$ cat src/rtl/ttc_cmd_serializer.sv
// RD53B TTC command-stream serializer: 16-bit frames out MSB-first,
// idle fill and periodic sync. Ports: clk, reset_n, enable, frame_data/valid/ready, ser_ttc_data, frame_start, sync_sent, busy.
module ttc_cmd_serializer #(
  parameter int          SYNC_INTERVAL = 32,
  parameter logic [15:0] SYNC_WORD     = 16'h817E,
  parameter logic [15:0] IDLE_WORD     = 16'hAAAA
) (
  input  logic        clk,
  input  logic        reset_n,
  input  logic        enable,
  input  logic [15:0] frame_data,
  input  logic        frame_valid,
  output logic        frame_ready,
  output logic        ser_ttc_data,
  output logic        frame_start,
  output logic        sync_sent,
  output logic        busy
);

  localparam int SCW = $clog2(SYNC_INTERVAL);
  localparam logic [SCW-1:0] SYNC_LAST = SCW'(SYNC_INTERVAL - 1);

  localparam logic [0:0] ST_DIS = 1'b0;
  localparam logic [0:0] ST_RUN = 1'b1;

  logic [0:0]     state_q, state_d;
  logic [15:0]    sreg_q, sreg_d;
  logic [3:0]     bit_cnt_q, bit_cnt_d;
  logic [SCW-1:0] sync_cnt_q, sync_cnt_d;
  logic           frame_start_q, frame_start_d;
  logic           sync_sent_q, sync_sent_d;

  logic        last_bit;
  logic        sync_due;
  logic        load;
  logic [15:0] load_word;

  assign last_bit = (bit_cnt_q == 4'd15);
  assign sync_due = (sync_cnt_q == SYNC_LAST);

  always_comb begin
    state_d       = state_q;
    sreg_d        = sreg_q;
    bit_cnt_d     = bit_cnt_q;
    sync_cnt_d    = sync_cnt_q;
    frame_start_d = 1'b0;
    sync_sent_d   = 1'b0;
    load          = 1'b0;
    load_word     = IDLE_WORD;

    case (state_q)
      ST_DIS: begin
        sreg_d    = '0;
        bit_cnt_d = '0;
        if (enable) begin
          load      = 1'b1;
          load_word = SYNC_WORD;
          state_d   = ST_RUN;
        end
      end
      ST_RUN: begin
        sreg_d    = {sreg_q[14:0], 1'b0};
        bit_cnt_d = bit_cnt_q + 4'd1;
        if (last_bit) begin
          // Disable only takes effect here, so the
          // frame in flight always completes.
          if (!enable) begin
            state_d   = ST_DIS;
            sreg_d    = '0;
            bit_cnt_d = '0;
          end else begin
            load = 1'b1;
            if (sync_due)
              load_word = SYNC_WORD;
            else if (frame_valid)
              load_word = frame_data;
            else
              load_word = IDLE_WORD;
          end
        end
      end
      default: state_d = ST_DIS;
    endcase

    if (load) begin
      sreg_d        = load_word;
      bit_cnt_d     = '0;
      frame_start_d = 1'b1;
      // A user-supplied sync word also restarts the interval.
      if (load_word == SYNC_WORD) begin
        sync_cnt_d  = '0;
        sync_sent_d = 1'b1;
      end else begin
        sync_cnt_d  = sync_cnt_q + SCW'(1);
      end
    end
  end

  always_ff @(posedge clk or negedge reset_n) begin
    if (!reset_n) begin
      state_q       <= ST_DIS;
      sreg_q        <= '0;
      bit_cnt_q     <= '0;
      sync_cnt_q    <= '0;
      frame_start_q <= 1'b0;
      sync_sent_q   <= 1'b0;
    end else begin
      state_q       <= state_d;
      sreg_q        <= sreg_d;
      bit_cnt_q     <= bit_cnt_d;
      sync_cnt_q    <= sync_cnt_d;
      frame_start_q <= frame_start_d;
      sync_sent_q   <= sync_sent_d;
    end
  end

  assign frame_ready  = (state_q == ST_RUN) & last_bit
                      & enable & ~sync_due;
  assign ser_ttc_data = sreg_q[15];
  assign frame_start  = frame_start_q;
  assign sync_sent    = sync_sent_q;
  assign busy         = (state_q == ST_RUN);

endmodule

$ cat config.mk
export PLATFORM = sky130hd
export DESIGN_NAME = ttc_cmd_serializer
export DESIGN_NICKNAME = d
export VERILOG_FILES = /design/src/rtl/ttc_cmd_serializer.sv
export SDC_FILE = /design/constraint.sdc
export NUM_CORES = 1
export LEC_CHECK = 0
export ABC_CLOCK_PERIOD_IN_PS = 2250
export CORE_UTILIZATION = 45
export DETAILED_ROUTE_END_ITERATION = 12
export GPL_TIMING_DRIVEN = 0
export PLACE_DENSITY = 0.74
export RECOVER_POWER = 50
export REMOVE_ABC_BUFFERS = 1
export SYNTH_ARGS = -nofsm -noshare
export SYNTH_HDL_FRONTEND = slang
export SYNTH_SLANG_ARGS = --single-unit
$ cat constraint.sdc
create_clock -name clk -period 2.25 [get_ports clk]
set_input_delay 0.5625 -clock clk [delete_from_list [all_inputs] [get_ports clk]]
set_output_delay 0.5625 -clock clk [all_outputs]
set_load 0.02 [all_outputs]
* Word level (Yosys, flattened, before mapping)
Index checks and enable logic that the tools add are counted.
** Operators by class
- Multiplexer cells :: 23
- Eq/ne operators :: 3
- Add/subtract/negate cells :: 2
- Bitwise gates (word level) :: 5
** Operators by type and width (number)
- two-way mux 16 bit :: 7
- case mux 16 bit (2 select lines) :: 2
- == test 16 bit, second input constant :: 1
- two-way mux 14 bit :: 1
- two-way mux 4 bit :: 3
- case mux 4 bit (2 select lines) :: 1
- two-way mux 1 bit :: 6
- adder 5 x 1 -> 5 bit, second input constant :: 1
- == test 5 bit, second input constant :: 1
- two-way mux 5 bit :: 1
- adder 4 x 1 -> 4 bit, second input constant :: 1
- == test 4 bit, second input constant :: 1
- case mux 1 bit (2 select lines) :: 2
- bitwise AND 1 bit :: 3
- NOT 1 bit :: 2
** Word-level totals
- Bits in registers :: 28
- Output and inout port bits :: 5
- Input port bits :: 20

* Longest topological paths before layout
Gate-level depths: netlist of the first run.
- Word-level depth :: 8
- Mapped depth :: 8
- Mapped depth without buffers :: 8

* Worst setup path after synthesis of the first run
No wires, ideal clock.
- Path type :: reg2reg
- Start :: register sync_cnt_q[0]
- End :: register sync_cnt_q[3]
- Data required time :: 2.168 ns
- Stages on the path, launching flop included :: 9
- Slack :: 0.394 ns
- Arrival time :: 1.774 ns
- Buffers on the path :: 0
- Library setup time :: 0.082 ns
- Cells stage by stage :: dfrtp_1 -> ha_1 -> and3_1 -> ha_1 -> and2b_2 -> nand4_2 -> o22ai_2 -> a21oi_1 -> o22ai_1
** On the way
- Cells in the longest elaborated chain, start to end :: 7
** RTL lines
- start, declared :: line 29 : logic [SCW-1:0] sync_cnt_q, sync_cnt_d;
- start signal, assigned :: line 111 : sync_cnt_q <= sync_cnt_d;
- == test 5 bit :: line 39 : assign sync_due = (sync_cnt_q == SYNC_LAST);
- two-way mux 16 bit :: line 73 : if (sync_due)
- two-way mux 16 bit :: line 67 : if (!enable) begin
- two-way mux 16 bit :: line 64 : if (last_bit) begin
- case mux 16 bit (2 select lines) :: line 51 : case (state_q)
- == test 16 bit :: line 90 : if (load_word == SYNC_WORD) begin
- two-way mux 5 bit (*) :: line 90
Mark *: on every way between the ends. The rest lies on a longest branch, timed or not.
A chain may end at the register's enable or synchronous reset.

* Worst setup path after layout of the first run
- Start :: input port enable
- End :: output port frame_ready
** On the way
- Cells in the longest elaborated chain, start to end :: 2
** RTL lines
- start, declared :: line 10 : input logic enable,
- bitwise AND 1 bit (2 in series) :: line 118 : & enable & ~sync_due;
- end, declared :: line 13 : output logic frame_ready,
No other way between the ends.

==> impl_metrics.yaml, run 1 <==
placement:
  gp_congestion: 0.794
  dp_hpwl_um: 1810
  dp_cells: 172
  port_buffers: 24
setup_path:
  crit_chain: "clkdlybuf4s50_1 -> nand3_2 -> nor2_4 -> buf_4"
  worstPathMaxFanout: 5
  path_buf_inv: 2
  crit_type: "in -> out"
  cp.arrival_ps: 1600
  cp_slowest_cell: "clkdlybuf4s50_1"
  max_stage_delay_ps: 590
  endpoint_kind: "output pin"
  required_ps: 1690
  crit_path_start_kind: "input pin"
  path_delay_family: "buffers and inverters"
route:
  firstDrtPassIters: 4
  antenna_left: 0
  drc: 0
  wl_per_cell_um: 14.1
  drt_iter0_drc: 29
  viasPerCell: 5.43
  vias: 961
  finalWirelength_um: 2500
logic_synthesis:
  synth_top_family_by_area: "simple AND/OR/NAND/NOR gates"
  yosys_warnings: 0
  yosysSeqAreaShare_pct: 54.6
  syn-mean-instance-area_um2: 10.8
  synth_fa_ha_area_share_pct: 3.90
  yosysTopAreaCell: "dfrtp_1"
  synthXorXnorAreaFrac_pct: 1.36
  synthTopCellsByArea: "dfrtp_1 (55%), a22o_1 (4.8%), nand2_1 (4.7%), ha_1 (3.9%), nand2b_1 (2.4%)"
  ys.flop_type: "dfrtp_1"
  syn_inst: 119
  synth-async-reset-ratio_pct: 100
  yosysUniqueCellTypes: 34
  mappedNetlistArea_mm2: 0.00128
  synth_edf_count: 0
  synth_mux_area_share_pct: 0.780
  synth_compound_area_share_pct: 13.1
  synth_top_area_share_pct: 54.6
  ys_seq_elements: 28
  synthSimpleGateAreaFrac_pct: 24.2
power:
  pwr-share-clk_pct: 14.1
  ir_drop_uv: 564
  power_switching_mw: 0.452
  p_sw_share_pct: 32.4
  internal-power_mw: 0.944
  cellPowerDensity_mw_per_mm2: 876
  sequentialPowerShare_pct: 53.1
  p_comb_share_pct: 32.8
  fin_total_pwr_mw: 1.40
  p_leak_nw: 0.729
clock_network:
  h-tree-depth: 1
  cts_tree: "yes"
  cts-hold-fix-buffers: 0
  clockBufferDepth: 2
  cts_buffers: 3
  cts.sinks: 28
  cts.clk_slew.worst_paths_ps: 140
  clkLatencyLatePin_ps: 320
  root_buffer: "clkbuf_4"
floorplanning:
  rows: 19
  fp.dieW_um: 55.4
  coreArea_mm2: 0.00273
  ios: 25
  dieArea_mm2: 0.00307
  die_y_um: 55.4
  initial_core_util_pct: 47.0
global_route:
  grt_pass1_wl_um: 4350
  antenna_found_initial: 0
  track_usage_pct: 17.9
  grt_max_degree: 29
  grt_pass1_vias: 993
  gr-total-overflow: 0
finish:
  nFillCells: 246
  multiInputGateArea_um2: 571
  regArea_um2: 701
  layout.cells.non_filler: 177
  num_antenna_cells: 0
  area_delta_synth_final_pct: 24.2
  final_util_pct: 58.3
  drive_above_1_share_pct: 16.4
  nNetsFinal: 172
timing:
  slew_headroom_pct: 3.85
  slew_violations: 0
  fin_skew_ps: 11.1
  rsz0062_at_grt: "false"
  period_minus_slack_ps: 2160
  setup_viol_count_final: 0
  max_clock_freq_mhz: 463
  worst_pin_slew_ps: 1440
  hold_violations: 0
  finalSetupTns_ps: 0
  post-route-period-util_pct: 96.0
status:
  status: "complete, no violations"
min_path:
  hold_class: "reg -> reg"
run:
  drv_cap: 0
path summary, 6_finish.rpt:
| kind | slack, ps | end | cells past startpoint | startpoint |
|---|---|---|---|---|
| setup / recovery | 90 | frame_ready | 4 | enable |
| hold / removal | 450 | sreg_q[4] | 2 | sreg_q[3] |
| setup reg to reg | 190 | sync_cnt_q[3] | 8 | sync_cnt_q[1] |
| hold reg to reg | 450 | sreg_q[4] | 2 | sreg_q[3] |
| max in group asynchronous | 860 | sreg_q[1] | 1 | reset_n |
| min in group asynchronous | 540 | sreg_q[7] | 1 | reset_n |
routing by layer:
metal / track usage (%) / routed length (um) / vias up
met5: 0 / 0 / -
met4: 4.29 / 21 / 0
met3: 5.15 / 149 / 2
met2: 31.2 / 1210 / 21
met1: 22.0 / 1120 / 469
li1: - / - / 469
power groups by stage:
stage	registers [mW]	logic, mW	clock network, mW
after floorplan	0.751	0.277	0
after global placement	0.748	0.420	0
after detailed placement	0.756	0.442	0
after CTS	0.742	0.464	0.206
after global routing	0.761	0.512	0.220
final	0.742	0.457	0.197
cells in the final DEF (no fill, tap or decap), types with 2 or more instances in the layout:
cell,n
o21ai_0,4
and3_1,2
nand2_1,16
clkbuf_4,3
buf_4,3
o31ai_1,4
a22o_1,7
nand3_1,5
clkdlybuf4s50_1,22
ha_2,2
dfrtp_1,28
or2b_2,2
nand4b_1,2
inv_1,3
nor2_1,8
nand2b_1,5
ha_1,2
a21oi_1,5
nor2_2,2
nand2_2,2
metrics by stage:
stage / instance area (um2) / hold WS (ps) / setup slack, ps
6_report: 1590 / 455 / 88.9
4_1_cts: 1590 / 469 / 9.29
3_3_place_gp: 1550 / 434 / -491
3_5_place_dp: 1550 / 445 / -511
5_1_grt: 1590 / 491 / 30.5
2_1_floorplan: 1270 / 267 / 394
what timing repair did:
action,CTS,global route
setup buffers,2,0
resized for setup,6,4
pin swaps,1,0
setup endpoints to repair,1,1
kinds of logic after synthesis:
group                      count (synthesis)
xor gates and xnor gates                   2
adders and majority gates                  4
muxes                                      1
AOI/OAI and AO/OA                         24
buffers and inverters                      6
and+or+nand+nor                           54
DFF                                       28
registers in the layout, summed over array words and instances, names as in the netlist:
| name | count |
|---|---|
| frame_start | 1 |
| sync_cnt_q | 5 |
| sync_sent | 1 |
| busy | 1 |
| bit_cnt_q | 4 |
| sreg_q | 16 |
worst register-to-register path, stage by stage, from the launching register on:
cell and delay (ps):
dfrtp_1 420, ha_2 200, and3_1 200, ha_1 210
and2b_2 230, nand4_2 180, o22ai_2 290, a21oi_1 110
o22ai_1 160
layout make-up:
cell class / count / share of cell area, %
clock buffer: 3 / 1.41
multi-input combinational: 85 / 35.8
sequential: 28 / 44.0
timing repair buffer: 26 / 15.5
inverter: 4 / 0.942
tap: 31 / 2.43
cell usage after synthesis, types with 2 or more instances:
cell,n
nand3_1,6
nand2_1,16
o31ai_1,4
or2b_2,2
and3_1,2
nor2_1,8
dfrtp_1,28
nand2_2,2
nand4b_1,2
a21oi_1,5
inv_1,3
ha_1,4
o21ai_0,4
nand2b_1,5
a22o_1,7
nor2_2,3
Note: power is estimated with default switching activity, not from simulation.
==> run 2: changes to the inputs <==
--- a/config.mk
+++ b/config.mk
@@ -6,12 +6,14 @@
 export NUM_CORES = 1
 export LEC_CHECK = 0
 export ABC_CLOCK_PERIOD_IN_PS = 2250
+export CORE_MARGIN = 4
 export CORE_UTILIZATION = 45
 export DETAILED_ROUTE_END_ITERATION = 12
 export GPL_TIMING_DRIVEN = 0
 export PLACE_DENSITY = 0.74
 export RECOVER_POWER = 50
 export REMOVE_ABC_BUFFERS = 1
+export SLEW_MARGIN = 40
 export SYNTH_ARGS = -nofsm -noshare
 export SYNTH_HDL_FRONTEND = slang
 export SYNTH_SLANG_ARGS = --single-unit
==> impl_metrics.yaml, run 2 (synthesized netlist as in run 1, its figures left out) <==
clock_network:
  clkLatencyLatePin_ps: 340
  h-tree-depth: 1
  clockBufferDepth: 2
  cts_tree: "yes"
  cts.sinks: 28
  cts.clk_slew.worst_paths_ps: 160
  cts_buffers: 3
  cts-hold-fix-buffers: 0
  root_buffer: "clkbuf_4"
floorplanning:
  fp.dieW_um: 61.4
  dieArea_mm2: 0.00377
  ios: 25
  coreArea_mm2: 0.00273
  initial_core_util_pct: 47.0
  die_y_um: 61.4
  rows: 19
setup_path:
  crit_type: "in -> out"
  required_ps: 1690
  worstPathMaxFanout: 5
  reg2reg_slack_ps: 220
  endpoint_kind: "output pin"
  r2r_cells: 8
  crit_path_start_kind: "input pin"
  cp.arrival_ps: 1600
global_route:
  grt_pass1_vias: 960
  antenna_found_initial: 0
  gr-total-overflow: 0
  grt_util_met2_pct: 26.7
  grt_use_met3_pct: 6.29
  grt_pass1_wl_um: 4460
  met1_usage_pct: 20.3
  gr-max-usage-layer: "met2"
  grt_max_degree: 29
  track_usage_pct: 16.6
route:
  finalWirelength_um: 2680
  firstDrtPassIters: 4
  drt_iter0_drc: 78
  vias: 966
  antenna_left: 0
  drc: 0
  wl_per_cell_um: 14.9
  viasPerCell: 5.37
power:
  p_leak_nw: 0.745
  ir_drop_uv: 682
  cellPowerDensity_mw_per_mm2: 911
placement:
  gp_congestion: 0.786
  dp_slack_ps: -510
  postPlaceCellArea_mm2: 0.00155
  dp_hpwl_um: 1930
  port_buffers: 24
min_path:
  hold_class: "reg -> reg"
  hold-path-cell-count: 2
timing:
  setup_ws_ps: 87.6
  slew_headroom_pct: 3.07
  hold_violations: 0
  setup_viol_count_final: 0
  period_minus_slack_ps: 2160
  rsz0062_at_grt: "false"
  slew_violations: 0
  fin_skew_ps: 18.3
  max_clock_freq_mhz: 462
  post-route-period-util_pct: 96.1
  worst_pin_slew_ps: 1450
finish:
  nNetsFinal: 174
  final_common_cell: "dfrtp_1"
  final_util_pct: 59.4
  drive_above_1_share_pct: 18.1
  nFillCells: 245
  area_delta_synth_final_pct: 26.4
  layout_common_cells: "dfrtp_1 (28), clkdlybuf4s50_1 (22), nand2_1 (17), nor2_1 (8), a22o_1 (7)"
  multiInputGateArea_um2: 571
  regArea_um2: 701
  reg.largest.list: "sreg_q: 16 flops, sync_cnt_q: 5 flops, bit_cnt_q: 4 flops"
  final_area_mm2: 0.00162
  largest_reg_flops: 16
  regMostFlops: "sreg_q"
  num_antenna_cells: 0
run:
  drv_cap: 0
status:
  status: "complete, no violations"
## run 2: worst paths after layout
check | from | endpoint
max | enable | frame_ready
min | sreg_q[3] | sreg_q[4]
max reg2reg | sync_cnt_q[0] | sync_cnt_q[0]
min reg2reg | sreg_q[3] | sreg_q[4]
max in group asynchronous | reset_n | sreg_q[1]
min in group asynchronous | reset_n | sreg_q[8]
## run 2: cell type report
class,count,area share (%)
Sequential cell,28,43.2
Timing Repair Buffer,28,16.1
Multi-Input combinational cell,85,35.2
Inverter,4,0.925
Clock buffer,4,2.24
Tap cell,31,2.39
## run 2: per-layer routing
layer | share of wire, % | up-vias
met4 | 1.5 | 0
met1 | 41 | 460
met5 | 0 | -
met2 | 49 | 23
li1 | - | 478
met3 | 8.2 | 5
## run 2: per-stage QoR
step	power [mW]	cells	TNS (ps)	hold slack [ps]
after CTS	1.48	179	0	215
after global routing	1.60	180	0	494
after detailed placement	1.20	172	-583	447
final	1.48	180	0	451
after global placement	1.17	172	-527	434
after floorplan	1.03	117	0	267
## run 2: power by group
group / total, mW / switching [mW] / internal, mW
Combinational: 0.491 / 0.246 / 0.245
Sequential: 0.739 / 0.0804 / 0.658
Clock: 0.248 / 0.149 / 0.0993
## run 2: what timing repair did
item,CTS,global route
resized for setup,6,4
buffers inserted,3,1
setup endpoints to repair,1,1
pin swaps,1,0
## run 2: critical path, cell delays in order
cell and delay, ps:
clkdlybuf4s50_1 590, nand3_2 160, nor2_4 140, buf_4 150
==> run 3: changes to the inputs <==
--- a/config.mk
+++ b/config.mk
@@ -7,12 +7,13 @@
 export LEC_CHECK = 0
 export ABC_CLOCK_PERIOD_IN_PS = 2250
 export CORE_MARGIN = 4
-export CORE_UTILIZATION = 45
+export CORE_UTILIZATION = 50
 export DETAILED_ROUTE_END_ITERATION = 12
 export GPL_TIMING_DRIVEN = 0
-export PLACE_DENSITY = 0.74
+export PLACE_DENSITY = 0.81
 export RECOVER_POWER = 50
 export REMOVE_ABC_BUFFERS = 1
+export SETUP_SLACK_MARGIN = 0.02
 export SLEW_MARGIN = 40
 export SYNTH_ARGS = -nofsm -noshare
 export SYNTH_HDL_FRONTEND = slang
==> impl_metrics.yaml, run 3 (synthesized netlist as in run 1, its figures left out) <==
setup_path:
  worstPathMaxFanout: 3
  endpoint_kind: "output pin"
  crit_path_start_kind: "flop"
  crit_type: "reg -> out"
  required_ps: 1690
  cp.arrival_ps: 1600
finish:
  nNetsFinal: 177
  regMostFlops: "sreg_q"
  reg.largest.list: "sreg_q: 16 flops, sync_cnt_q: 5 flops, bit_cnt_q: 4 flops"
  final_common_cell: "dfrtp_1"
  num_antenna_cells: 0
  final_util_pct: 68.2
  layout_common_cells: "dfrtp_1 (28), clkdlybuf4s50_1 (21), nand2_1 (16), nor2_1 (8)"
  drive_above_1_share_pct: 21.1
  nFillCells: 192
  largest_reg_flops: 16
  area_delta_synth_final_pct: 30.4
floorplanning:
  ios: 25
  rows: 18
  dieArea_mm2: 0.00344
  initial_core_util_pct: 52.3
  die_y_um: 58.7
  coreArea_mm2: 0.00245
  fp.dieW_um: 58.7
timing:
  slew_violations: 0
  rsz0062_at_grt: "false"
  max_clock_freq_mhz: 463
  fin_skew_ps: 4.53
  whs_ps: 485
  hold_violations: 0
  post-route-period-util_pct: 96.0
  period_minus_slack_ps: 2160
  slew_headroom_pct: 1.43
  setup_ws_ps: 89.2
  worst_pin_slew_ps: 1480
  setup_viol_count_final: 0
run:
  drv_cap: 0
global_route:
  antenna_found_initial: 0
  grt_pass1_wl_um: 4810
  gr-total-overflow: 0
  grt_max_degree: 29
  track_usage_pct: 18.4
  grt_pass1_vias: 1094
route:
  finalWirelength_um: 2900
  vias: 1017
  drt_iter0_drc: 56
  drc: 0
  antenna_left: 0
  firstDrtPassIters: 4
  wl_per_cell_um: 16.0
  viasPerCell: 5.59
status:
  status: "complete, no violations"
clock_network:
  clockBufferDepth: 2
  cts.sinks: 28
  cts_tree: "yes"
  cts.clk_slew.worst_paths_ps: 140
  cts-hold-fix-buffers: 0
  root_buffer: "clkbuf_4"
  h-tree-depth: 1
  cts_buffers: 3
  clkLatencyLatePin_ps: 320
placement:
  gp_congestion: 0.837
  dp_slack_ps: -536
  dp_hpwl_um: 2060
  port_buffers: 24
power:
  fin_total_pwr_mw: 1.59
  cellPowerDensity_mw_per_mm2: 953
  ir_drop_uv: 730
  p_leak_nw: 0.777
min_path:
  hold_class: "reg -> reg"
[run 3: cell type report]
class	count	area [um2]	share of cell area (%)
well taps	30	37.5	2.24
repair buffers	31	290	17.3
inverters	4	15.0	0.897
clock inverters	1	30.0	1.79
clock buffers	3	22.5	1.35
multi-input cells	85	578	34.5
flip-flops and latches	28	701	41.9
[run 3: repair_timing]
action	CTS	global route
setup endpoints to repair	1	2
hold endpoints to repair	0	0
setup buffers	3	4
pin swaps	1	2
cloned	0	0
gates resized for setup	8	5
[run 3: power breakdown]
part / switching, mW / internal (mW) / total (mW)
sequential: 0.0819 / 0.658 / 0.740
clock: 0.143 / 0.180 / 0.323
combinational: 0.264 / 0.268 / 0.532
[run 3: metal layers]
metal	vias to the layer above	wire [um]	global-route usage, %
met5	-	0	0
met4	0	9	3.88
met3	2	200	6.80
met2	34	1500	32.4
met1	498	1200	21.4
li1	483	-	-
[run 3: worst paths after layout]
| check | startpoint | to | slack [ps] | cells after the start |
|---|---|---|---|---|
| max | sync_cnt_q[1] | frame_ready | 90 | 5 |
| min | sreg_q[0] | sreg_q[1] | 480 | 2 |
| max reg2reg | sync_cnt_q[1] | sync_cnt_q[3] | 220 | 8 |
| min reg2reg | sreg_q[0] | sreg_q[1] | 480 | 2 |
| max in group asynchronous | reset_n | sreg_q[3] | 840 | 1 |
| min in group asynchronous | reset_n | sreg_q[7] | 560 | 1 |
[run 3: critical path, cell delays in order, from the launching register on]
cell	delay, ps
dfrtp_1	410
ha_2	210
and3_4	190
ha_2	190
nor2_4	140
buf_6	130
[run 3: through the flow]
stage | cell area [um2] | std cells | setup TNS [ps]
2_1_floorplan | 1270 | 117 | 0
3_3_place_gp | 1550 | 171 | -512
3_5_place_dp | 1540 | 171 | -569
4_1_cts | 1630 | 178 | 0
5_1_grt | 1670 | 182 | 0
6_report | 1670 | 182 | 0
